File: config.mk
export PLATFORM = sky130hd
export DESIGN_NAME = ahb_sram_ctrl
export DESIGN_NICKNAME = d
export VERILOG_FILES = /design/src/rtl/ahb_sram_ctrl.sv
export SDC_FILE = /design/constraint.sdc
export NUM_CORES = 1
export LEC_CHECK = 0
export ABC_AREA = 1
export CORE_ASPECT_RATIO = 1.25
export CORE_UTILIZATION = 28
export CTS_CLUSTER_SIZE = 30
export DETAILED_ROUTE_END_ITERATION = 8
export GPL_ROUTABILITY_DRIVEN = 0
export GPL_TIMING_DRIVEN = 0
export PLACE_DENSITY_LB_ADDON = 0.3
export SLEW_MARGIN = 10
export SYNTH_ARGS = -nofsm -noshare
export SYNTH_HDL_FRONTEND = slang
export SYNTH_SLANG_ARGS = --single-unit
File: constraint.sdc
create_clock -name HCLK -period 1.62 [get_ports HCLK]
set_input_delay 0.162 -clock HCLK [delete_from_list [all_inputs] [get_ports HCLK]]
set_output_delay 0.162 -clock HCLK [all_outputs]
set_load 0.02 [all_outputs]
File: src/rtl/ahb_sram_ctrl.sv
// AHB-Lite slave sequencing a single-port SRAM macro with registered address and synchronous write.
// Sub-word writes become read-modify-write; a read that collides with a write cycle takes one wait state.
module ahb_sram_ctrl #(
  parameter int MEM_AW = 10
) (
  input  logic              HCLK,
  input  logic              HRESETn,
  input  logic              HSEL,
  input  logic [31:0]       HADDR,
  input  logic [1:0]        HTRANS,
  input  logic              HWRITE,
  input  logic [2:0]        HSIZE,
  input  logic [2:0]        HBURST,
  input  logic [31:0]       HWDATA,
  input  logic              HREADY,
  output logic [31:0]       HRDATA,
  output logic              HREADYOUT,
  output logic              HRESP,
  output logic [MEM_AW-1:0] sram_addr,
  output logic [31:0]       sram_data,
  output logic              sram_wren,
  input  logic [31:0]       sram_q
);

  typedef enum logic [2:0] {
    S_IDLE    = 3'd0,
    S_RD      = 3'd1,
    S_RD_WAIT = 3'd2,
    S_WR      = 3'd3,
    S_RMW_RD  = 3'd4,
    S_RMW_WR  = 3'd5,
    S_ERR1    = 3'd6,
    S_ERR2    = 3'd7
  } state_e;

  state_e            state_q, state_d;
  logic [MEM_AW-1:0] addr_q, addr_d;
  logic [1:0]        lane_q, lane_d;
  logic [1:0]        size_q, size_d;
  logic              acc_s;
  logic              err_s;
  logic              port_busy_s;
  logic              unused_s;

  assign unused_s = ^{HBURST, HADDR[31:MEM_AW+2]};

  function automatic logic [31:0] merge_lanes(
    input logic [31:0] old_w,
    input logic [31:0] new_w,
    input logic [1:0]  lane,
    input logic [1:0]  size
  );
    logic [31:0] mask;
    mask = 32'h0000_0000;
    case (size)
      2'd0:    mask = 32'h0000_00FF << {lane, 3'b000};
      2'd1:    mask = lane[1] ? 32'hFFFF_0000 : 32'h0000_FFFF;
      default: mask = 32'hFFFF_FFFF;
    endcase
    return (old_w & ~mask) | (new_w & mask);
  endfunction

  // Transfer qualification and alignment check on the address phase
  always_comb begin
    acc_s       = HSEL & HREADY & HTRANS[1];
    err_s       = (HSIZE > 3'd2) |
                  ((HSIZE == 3'd1) & HADDR[0]) |
                  ((HSIZE == 3'd2) & (HADDR[1:0] != 2'b00));
    port_busy_s = (state_q == S_WR) | (state_q == S_RMW_WR);
  end

  // Next-state: wait states advance unconditionally, all other states may accept
  always_comb begin
    state_d = state_q;
    addr_d  = addr_q;
    lane_d  = lane_q;
    size_d  = size_q;
    case (state_q)
      S_RD_WAIT: state_d = S_RD;
      S_RMW_RD:  state_d = S_RMW_WR;
      S_ERR1:    state_d = S_ERR2;
      default: begin
        if (acc_s) begin
          addr_d = HADDR[MEM_AW+1:2];
          lane_d = HADDR[1:0];
          size_d = HSIZE[1:0];
          if (err_s) begin
            state_d = S_ERR1;
          end else if (HWRITE) begin
            state_d = (HSIZE == 3'd2) ? S_WR : S_RMW_RD;
          end else if (port_busy_s) begin
            // the read address could not be presented this cycle
            state_d = S_RD_WAIT;
          end else begin
            state_d = S_RD;
          end
        end else begin
          state_d = S_IDLE;
        end
      end
    endcase
  end

  // State and latched address-phase attributes
  always_ff @(posedge HCLK or negedge HRESETn) begin
    if (!HRESETn) begin
      state_q <= S_IDLE;
      addr_q  <= {MEM_AW{1'b0}};
      lane_q  <= 2'b00;
      size_q  <= 2'b00;
    end else begin
      state_q <= state_d;
      addr_q  <= addr_d;
      lane_q  <= lane_d;
      size_q  <= size_d;
    end
  end

  // Bus response and SRAM port drive decoded from state
  always_comb begin
    HREADYOUT = 1'b1;
    HRESP     = 1'b0;
    HRDATA    = 32'h0000_0000;
    sram_wren = 1'b0;
    sram_data = 32'h0000_0000;
    sram_addr = HADDR[MEM_AW+1:2];
    case (state_q)
      S_RD: HRDATA = sram_q;
      S_RD_WAIT: begin
        HREADYOUT = 1'b0;
        sram_addr = addr_q;
      end
      S_WR: begin
        sram_wren = 1'b1;
        sram_addr = addr_q;
        sram_data = HWDATA;
      end
      S_RMW_RD: begin
        HREADYOUT = 1'b0;
        sram_addr = addr_q;
      end
      S_RMW_WR: begin
        sram_wren = 1'b1;
        sram_addr = addr_q;
        sram_data = merge_lanes(sram_q, HWDATA, lane_q, size_q);
      end
      S_ERR1: begin
        HREADYOUT = 1'b0;
        HRESP     = 1'b1;
      end
      S_ERR2: HRESP = 1'b1;
      default: HRDATA = 32'h0000_0000;
    endcase
  end

endmodule

## Word level (Yosys, flattened, before mapping)

Index checks and enable logic that the tools add are counted.

- Output and inout port bits: 77
- Register bits after elaboration: 17
- Input bits: 109
- Logic and storage cells: 50

- Bitwise logic cells: 12
- Reductions and logical operators: 7
- $lt $le $gt $ge: 1
- Equal/unequal tests: 10
- Mux-type cells: 15
- Shifts and indexed selects: 1

Operator list:

| operator | count |
|---|---|
| $pmux 32 s2 | 2 |
| $mux 32 | 3 |
| $and 32x32->32 | 2 |
| $not 32->32 | 1 |
| $or 32x32->32 | 1 |
| $shl 8x5->32 const A | 1 |
| $eq 3x3->1 const B | 4 |
| $mux 3 | 4 |
| $mux 10 | 1 |
| $eq 3x2->1 const B | 3 |
| $pmux 3 s3 | 1 |
| $eq 3x1->1 const B | 2 |
| $and 1x1->1 | 4 |
| $reduce_or 2->1 | 2 |
| $reduce_or 4->1 | 1 |
| $gt 3x2->1 const B | 1 |
| $mux 1 | 3 |
| $or 1x1->1 | 3 |
| $reduce_or 3->1 | 1 |
| $eq 2x1->1 const B | 1 |
| $logic_not 2->1 | 1 |
| $mux 2 | 1 |
| $reduce_and 2->1 | 1 |
| $reduce_bool 2->1 | 1 |
| $not 1->1 | 1 |

## Logic depth before layout (Yosys ltp)

Gate-level depths: netlist (run 1).

- Word-level depth: 7
- Depth in mapped cells: 8
- Depth with buffers taken out: 7

## Worst setup path after synthesis (run 1)

Ideal clock, no wire load.

- Kind: reg-to-output
- Start point: register state_q[1]
- End point: output sram_addr[0]
- Arrival time: 1.410 ns
- Cell stages (with the launch flop): 4
- Slack: 0.048 ns
- Buffers on the path: 1
- Data required time: 1.458 ns
- Path through: dfrtp_1 ha_1 clkbuf_1 o21ai_0

- Word-level cells in the longest chain between the ends: 3
- Elaborated cells on any way between the ends: 6
- Classes of those cells: eq/ne: 4; mux: 1; reduce/logical: 1

Ends and longest elaborated chain:

| what | RTL line | source |
|---|---|---|
| start: declaration | 36 | `state_e state_q, state_d;` |
| start signal: assignment | 112 | `state_q <= state_d;` |
| $eq 3x2->1 / $eq 3x3->1 (equally long branches) | 127 | `case (state_q)` |
| $reduce_or 4->1 (no source line) * | n/a |  |
| $mux 10 * | 127 |  |
| end: declaration | 19 | `output logic [MEM_AW-1:0] sram_addr,` |

Mark *: on every way between the ends. The rest lies on a longest branch, timed or not.

## Worst setup path in the final report (run 1)

- Start point: register state_q[1]
- End point: output sram_data[15]

- Word-level cells in the longest chain between the ends: 2
- Elaborated cells on any way between the ends: 3
- Classes of those cells: eq/ne: 2; mux: 1

Ends and longest elaborated chain:

| what | RTL line | source |
|---|---|---|
| $eq 3x3->1 / $eq 3x2->1 (equally long branches) | 127 |  |
| $pmux 32 s2 * | 127 |  |
| end: declaration | 20 | `output logic [31:0] sram_data,` |

Marked as above.

==> qor.csv, run 1 <==
metric,value,unit
firstDrtPassIters,4,
detail_route.vias_per_cell,4.76,
die_height,86.9,um
number_of_buffers_added_by_the_clock_tree_synthesis_step,3,
max-vdd-ir-drop,0.00123,V
outcome,finished with violations,
dp_slack,-0.495,ns
tritoncts,yes,
netlist-cell-type-count,19,
slowest_stage,sky130_fd_sc_hd__dfrtp_2,
critPathMaxStageDelay,0.45,ns
violations_in_the_final_reports,negative setup slack,
wirelength,7710,um
num_vias,2563,
post_synthesis_compound_gate_area_fraction,0.210,
final.setup.tns,-8.75,ns
seq_area_frac_synth,0.263,
layout.cells.non_filler,539,
hold_buffers,0,
synthesis.instances,287,
path_common_cell,sky130_fd_sc_hd__buf_4,
layout-drive-gt1-share,0.378,
numPortBuffers,161,
slew_violations,0,
timing.clock.skew,0.00264,ns
timing.setup.critical_path_class,flop to output port,
post_synthesis_share_of_cell_area_spent_on_xor_and_xnor_gates,0,
synth-warning-count,0,
drt_iter0_markers,76,
cp-start-kind,flop,
layout_min_cycle_time,1.84,ns
yosys-mux-area-fraction,0,
rsz0062_at_grt,yes,
ant_nets,0,
maxCapViolations,0,
fillerInstances,438,
pin_slew_with_the_least_headroom_to_its_limit,0.794,ns
synth-edff-count,0,
timing_hold_violations_final,0,
top_cells_by_area_in_the_synthesized_netlist,"sky130_fd_sc_hd__dfrtp_1 26%, sky130_fd_sc_hd__o21ai_0 17%, sky130_fd_sc_hd__inv_1 16%, sky130_fd_sc_hd__nand2_1 13%, sky130_fd_sc_hd__nor2_1 9.3%",
main_combinational_cell_family_by_area_after_synthesis,simple AND/OR/NAND/NOR gates,
cts-root-buf,sky130_fd_sc_hd__clkbuf_8,
clk-insertion-delay-late,0.25,ns
path_max_fanout,7,
clkTransAtPathRegs,0.06,ns
setup_violations,73,
power_leakage,1.93,nW
gr-total-overflow,0,
postSynth.asyncResetShare,1.00,
hold-worst-slack,0.366,ns
cts_max_level,1,
rows,30,
post-synth-top-count-cell,sky130_fd_sc_hd__inv_1,
nNetsFinal,585,
clock_sink_count,17,
critPathCaptureType,output port,
postSynthRegisterBits,17,
drc,0,
first_global_vias,2310,
die_w,69.9,um
start_util,0.295,
first_pass_grt_wire_length,11100,um
yosys-top-cells-count,"70 x sky130_fd_sc_hd__inv_1, 56 x sky130_fd_sc_hd__o21ai_0, 55 x sky130_fd_sc_hd__nand2_1",
worst-path-buf-inv,5,
design.portCount,186,
die_area,6080,sq um
final_min_period_over_clock_period,1.14,
routedWlPerCell,14.3,um
post_synth_instance_area,1620,sq um
synth.top_cell.area_share,0.263,
placeable_area,5480,sq um
number_of_antenna_violations_at_the_first_check_in_global_routing,1,
yosys_most_used_dff,sky130_fd_sc_hd__dfrtp_1,
synthesis.nets,397,
crit_required,1.46,ns
hpwlAfterDp,5350,um
area_growth_syn_to_layout,149,%
synthSimpleGateAreaFrac,0.315,
postSynthAreaPerCell,5.63,sq um
arrival_time_at_the_worst_endpoint,1.68,ns
grt_start_max_net_pins,18,
global_route.usage.total,0.223,
netlist.top_cell.by_area,sky130_fd_sc_hd__dfrtp_1,
clockBufferDepth,2,
cp_cell_sequence,inv_2 -> nand3_4 -> buf_6 -> nor2_4 -> buf_12 -> buf_4 -> nand2_2 -> o21ai_1 -> buf_4,
fin_ws,-0.223,ns
path_delay_family,buffers and inverters,
synthAdderAreaFrac,0.00775,
fmax,543,MHz
dpl.cell_count,512,
hold_path_class,primary input to async pin,
power_density,1300,nW/um^2
relSlewSlack,0.469,
-- worst reg2reg max path, stage by stage (launching register included) --
cell and delay [ns]:
sky130_fd_sc_hd__dfrtp_2 0.45, sky130_fd_sc_hd__buf_12 0.14, sky130_fd_sc_hd__buf_4 0.13, sky130_fd_sc_hd__o21ai_2 0.17
sky130_fd_sc_hd__nand2b_1 0.10, sky130_fd_sc_hd__clkbuf_1 0.22, sky130_fd_sc_hd__o21ai_0 0.22
-- final cells by class --
| cell class | count | area [sq um] | share of cell area |
|---|---|---|---|
| Antenna cell | 1 | 2.50 | 0.000623 |
| Multi-Input combinational cell | 188 | 1240 | 0.308 |
| Clock buffer | 4 | 45.0 | 0.0112 |
| Inverter | 72 | 270 | 0.0673 |
| Timing Repair Buffer | 183 | 1850 | 0.461 |
| Tap cell | 64 | 80.1 | 0.0199 |
| Sequential cell | 17 | 428 | 0.107 |
| Buffer | 10 | 101 | 0.0252 |
-- kinds of logic after synthesis --
| kind of cell | count (synthesis) |
|---|---|
| AO/OA/AOI/OAI | 65 |
| adder cells (fa/ha/maj) | 1 |
| buffers and inverters | 82 |
| flip-flops | 17 |
| AND/OR/NAND/NOR | 122 |
-- power breakdown --
part | internal (mW) | switching [mW] | total, mW
clock network | 0.175 | 0.142 | 0.317
logic | 1.88 | 2.20 | 4.08
registers | 0.618 | 0.219 | 0.837
total | 2.67 | 2.56 | 5.23
-- state kept, by name, indices dropped and copies added, names as in the netlist --
register,cells
addr_q,10
state_q,3
size_q,2
lane_q,2
-- layout by cell type, fill, tap and decap left out, types with 10 or more instances in the layout --
cell / synthesis / final
sky130_fd_sc_hd__inv_1: 70 / 69
sky130_fd_sc_hd__o21ai_2: 3 / 14
sky130_fd_sc_hd__buf_4: 0 / 39
sky130_fd_sc_hd__clkdlybuf4s15_2: 0 / 31
sky130_fd_sc_hd__nand2_2: 1 / 15
sky130_fd_sc_hd__nor2_1: 40 / 38
sky130_fd_sc_hd__o21ai_0: 56 / 16
sky130_fd_sc_hd__dfrtp_1: 17 / 15
sky130_fd_sc_hd__buf_6: 2 / 23
sky130_fd_sc_hd__nand3_2: 2 / 10
sky130_fd_sc_hd__o21ai_1: 3 / 23
sky130_fd_sc_hd__clkdlybuf4s50_1: 0 / 84
sky130_fd_sc_hd__nand2_1: 55 / 35
-- what timing repair did --
| action | in CTS | in global routing |
|---|---|---|
| setup endpoints to repair | 77 | 76 |
| buffers inserted | 10 | 10 |
| gates cloned | 2 | 1 |
| pin swaps | 6 | 17 |
| resized for setup | 379 | 141 |
-- per-layer routing --
layer / routed length (um) / vias to the layer above / track usage
met1: 2820 / 1183 / 0.256
met4: 175 / 0 / 0.0709
met5: 0 / - / 0
li1: - / 1251 / -
met3: 603 / 13 / 0.0463
met2: 4110 / 116 / 0.413
-- path summary, 6_finish.rpt --
kind	to	slack [ns]	depth (start not counted)	start
worst max-delay path	sram_data[15]	-0.22	9	state_q[1]
worst min-delay path	addr_q[5]	0.37	1	HRESETn
worst max register to register	addr_q[7]	0.11	6	state_q[1]
worst min register to register	addr_q[9]	0.51	2	addr_q[9]
max in group asynchronous	state_q[1]	0.71	1	HRESETn
min in group HCLK	addr_q[6]	0.50	3	HADDR[8]
-- metrics by stage --
| step | util | power [mW] | cell area, sq um |
|---|---|---|---|
| finish | 0.733 | 5.23 | 4020 |
| global route | 0.733 | 5.52 | 4020 |
| CTS | 0.643 | 4.18 | 3520 |
| detailed placement | 0.603 | 3.63 | 3310 |
| global placement | 0.603 | 3.59 | 3310 |
| floorplan | - | 2.26 | 1620 |
Power figures use the tool's default switching activity.
==> inputs of run 2 (changes only) <==
--- a/config.mk
+++ b/config.mk
@@ -8,6 +8,7 @@
 export ABC_AREA = 1
 export CORE_ASPECT_RATIO = 1.25
 export CORE_UTILIZATION = 28
+export CTS_BUF_LIST = sky130_fd_sc_hd__clkbuf_4 sky130_fd_sc_hd__clkbuf_8 sky130_fd_sc_hd__clkbuf_16
 export CTS_CLUSTER_SIZE = 30
 export DETAILED_ROUTE_END_ITERATION = 8
 export GPL_ROUTABILITY_DRIVEN = 0
==> run 2 against run 1 <==
The run still ends with negative setup slack left; non-clock buffer count did not move; largest power group unchanged; total power rose by 0.63%; combinational power barely moved; worst setup slack barely moved; critical path type unchanged; maximum frequency barely moved.
==> qor.csv, run 2 (synthesis results as in run 1) <==
metric,value,unit
top_register_by_number_of_flip_flops,addr_q,
fillerInstances,432,
worst_setup_path_endpoint,sram_data[15],
number_of_buffers_added_by_the_clock_tree_synthesis_step,3,
design.portCount,186,
detail_route.vias_per_cell,4.78,
violations_in_the_final_reports,negative setup slack,
power_frac_comb,0.777,
die_w,69.9,um
first_pass_grt_wire_length,11100,um
setup_violations,73,
die_height,86.9,um
number_of_antenna_violations_at_the_first_check_in_global_routing,1,
cp_cell_sequence,inv_2 -> nand3_4 -> buf_6 -> nor2_4 -> buf_12 -> buf_4 -> nand2_2 -> o21ai_1 -> buf_4,
final_design_area_no_fill,4040,sq um
fmax,543,MHz
switching_share,0.488,
firstDrtPassIters,4,
crit_required,1.46,ns
nNetsFinal,585,
leading_cell_types_in_the_layout_fill_and_taps_excluded,"84 x sky130_fd_sc_hd__clkdlybuf4s50_1, 69 x sky130_fd_sc_hd__inv_1, 38 x sky130_fd_sc_hd__nor2_1, 37 x sky130_fd_sc_hd__buf_4, 33 x sky130_fd_sc_hd__nand2_1",
r2r_slack,0.11,ns
clock_sink_count,17,
rows,30,
timing_hold_violations_final,0,
critPathCaptureType,output port,
hold_buffers,0,
rsz0062_at_grt,yes,
drt_iter0_markers,81,
fin_ws,-0.223,ns
wirelength,7780,um
power_leakage,1.94,nW
critPathMaxStageDelay,0.45,ns
slowest_stage,sky130_fd_sc_hd__dfrtp_2,
worst_setup_path_startpoint,state_q[1],
timing.setup.critical_path_class,flop to output port,
dpl_cell_area,3310,sq um
placeable_area,5480,sq um
clkTransAtPathRegs,0.07,ns
number_of_flip_flops_under_the_largest_register_name,10,
layout_min_cycle_time,1.84,ns
start_util,0.295,
max-vdd-ir-drop,0.00123,V
path_max_fanout,7,
commonest_non_fill_non_tap_cell_in_the_layout,sky130_fd_sc_hd__clkdlybuf4s50_1,
cts-root-buf,sky130_fd_sc_hd__clkbuf_8,
routedWlPerCell,14.4,um
final.setup.tns,-8.84,ns
relSlewSlack,0.487,
fin_util,0.736,
outcome,finished with violations,
internal_power,2.70,mW
pin_slew_with_the_least_headroom_to_its_limit,0.768,ns
critical_path.reg2reg.endpoint,addr_q[7],
pwr-share-clk,0.064,
area_growth_syn_to_layout,150,%
hpwlAfterDp,5350,um
reg2reg_depth,6,
drc,0,
first_global_vias,2314,
path_common_cell,sky130_fd_sc_hd__buf_4,
timing.clock.skew,0.00159,ns
gr-total-overflow,0,
numPortBuffers,161,
cp-start-kind,flop,
hold-worst-slack,0.354,ns
power.sequential.fraction,0.159,
biggestRegsByFlops,"addr_q x10, state_q x3",
tritoncts,yes,
ant_nets,0,
layout-drive-gt1-share,0.386,
grt_start_max_net_pins,18,
die_area,6080,sq um
arrival_time_at_the_worst_endpoint,1.68,ns
regToRegStartpoint,state_q[1],
total_switching_power,2.57,mW
global_route.usage.total,0.223,
hold_path_class,primary input to async pin,
clockBufferDepth,2,
clk-insertion-delay-late,0.25,ns
power_density,1310,nW/um^2
slew_violations,0,
maxCapViolations,0,
cts_max_level,1,
final_min_period_over_clock_period,1.14,
num_vias,2576,
==> run 2: cell count changes in the layout (fill, tap and decap cells not counted), moves of 2 or more <==
cell                      before  now
sky130_fd_sc_hd__buf_6        23   25
sky130_fd_sc_hd__nand2_2      15   17
sky130_fd_sc_hd__nand2_1      35   33
sky130_fd_sc_hd__buf_4        39   37
==> run 2: area by class of cell <==
cell class	count	area (sq um)	area share
Multi-Input combinational cell	188	1250	0.309
Sequential cell	17	428	0.106
Tap cell	64	80.1	0.0198
Antenna cell	1	2.50	0.000620
Buffer	10	101	0.0251
Inverter	72	270	0.0670
Clock buffer	4	48.8	0.0121
Timing Repair Buffer	183	1860	0.460
==> run 2: worst min-delay path by stage <==
stage / start / to / slack, ns / depth (start not counted)
final: HRESETn / addr_q[5] / 0.35 / 1
after global routing: HRESETn / addr_q[5] / 0.42 / 1
after CTS: HRESETn / addr_q[5] / 0.39 / 1
after detailed placement: addr_q[4] / addr_q[4] / 0.47 / 2
after global placement: addr_q[3] / addr_q[3] / 0.47 / 2
after floorplan: HRESETn / addr_q[0] / -0.13 / 0
==> run 2: power groups by stage <==
stage | Combinational (mW) | Clock [mW] | Sequential (mW)
finish | 4.09 | 0.337 | 0.837
global route | 4.33 | 0.357 | 0.865
CTS | 3.08 | 0.342 | 0.773
detailed placement | 2.86 | 0 | 0.770
global placement | 2.83 | 0 | 0.762
floorplan | 1.53 | 0 | 0.736
==> run 2: routing by layer <==
layer,track usage,wire length [um],vias to the layer above
li1,-,-,1252
met1,0.256,2860,1196
met2,0.413,4200,117
met3,0.0440,602,11
met4,0.0709,119,0
met5,0,0,-
==> run 2: worst max-delay path: cells and delay by family (launching register included) <==
kind / cells / cell delay (ns)
compound gates: 1 / 0.08
buf+inv: 5 / 0.63
simple gates: 3 / 0.27
flops: 1 / 0.45
==> run 2: metrics by stage <==
step                      total power, mW  worst slack, ns  instances
after floorplan                      2.26           0.0484        287
after global placement               3.59           -0.482        512
after detailed placement             3.63           -0.495        512
after CTS                            4.19           -0.237        528
after global routing                 5.55           -0.293        539
final                                5.27           -0.223        539
==> run 2: timing repair <==
item / CTS / global route
gates resized for setup: 379 / 146
buffers inserted: 10 / 10
endpoints found under the setup margin: 77 / 76
pin swaps: 6 / 18
gates cloned: 2 / 1
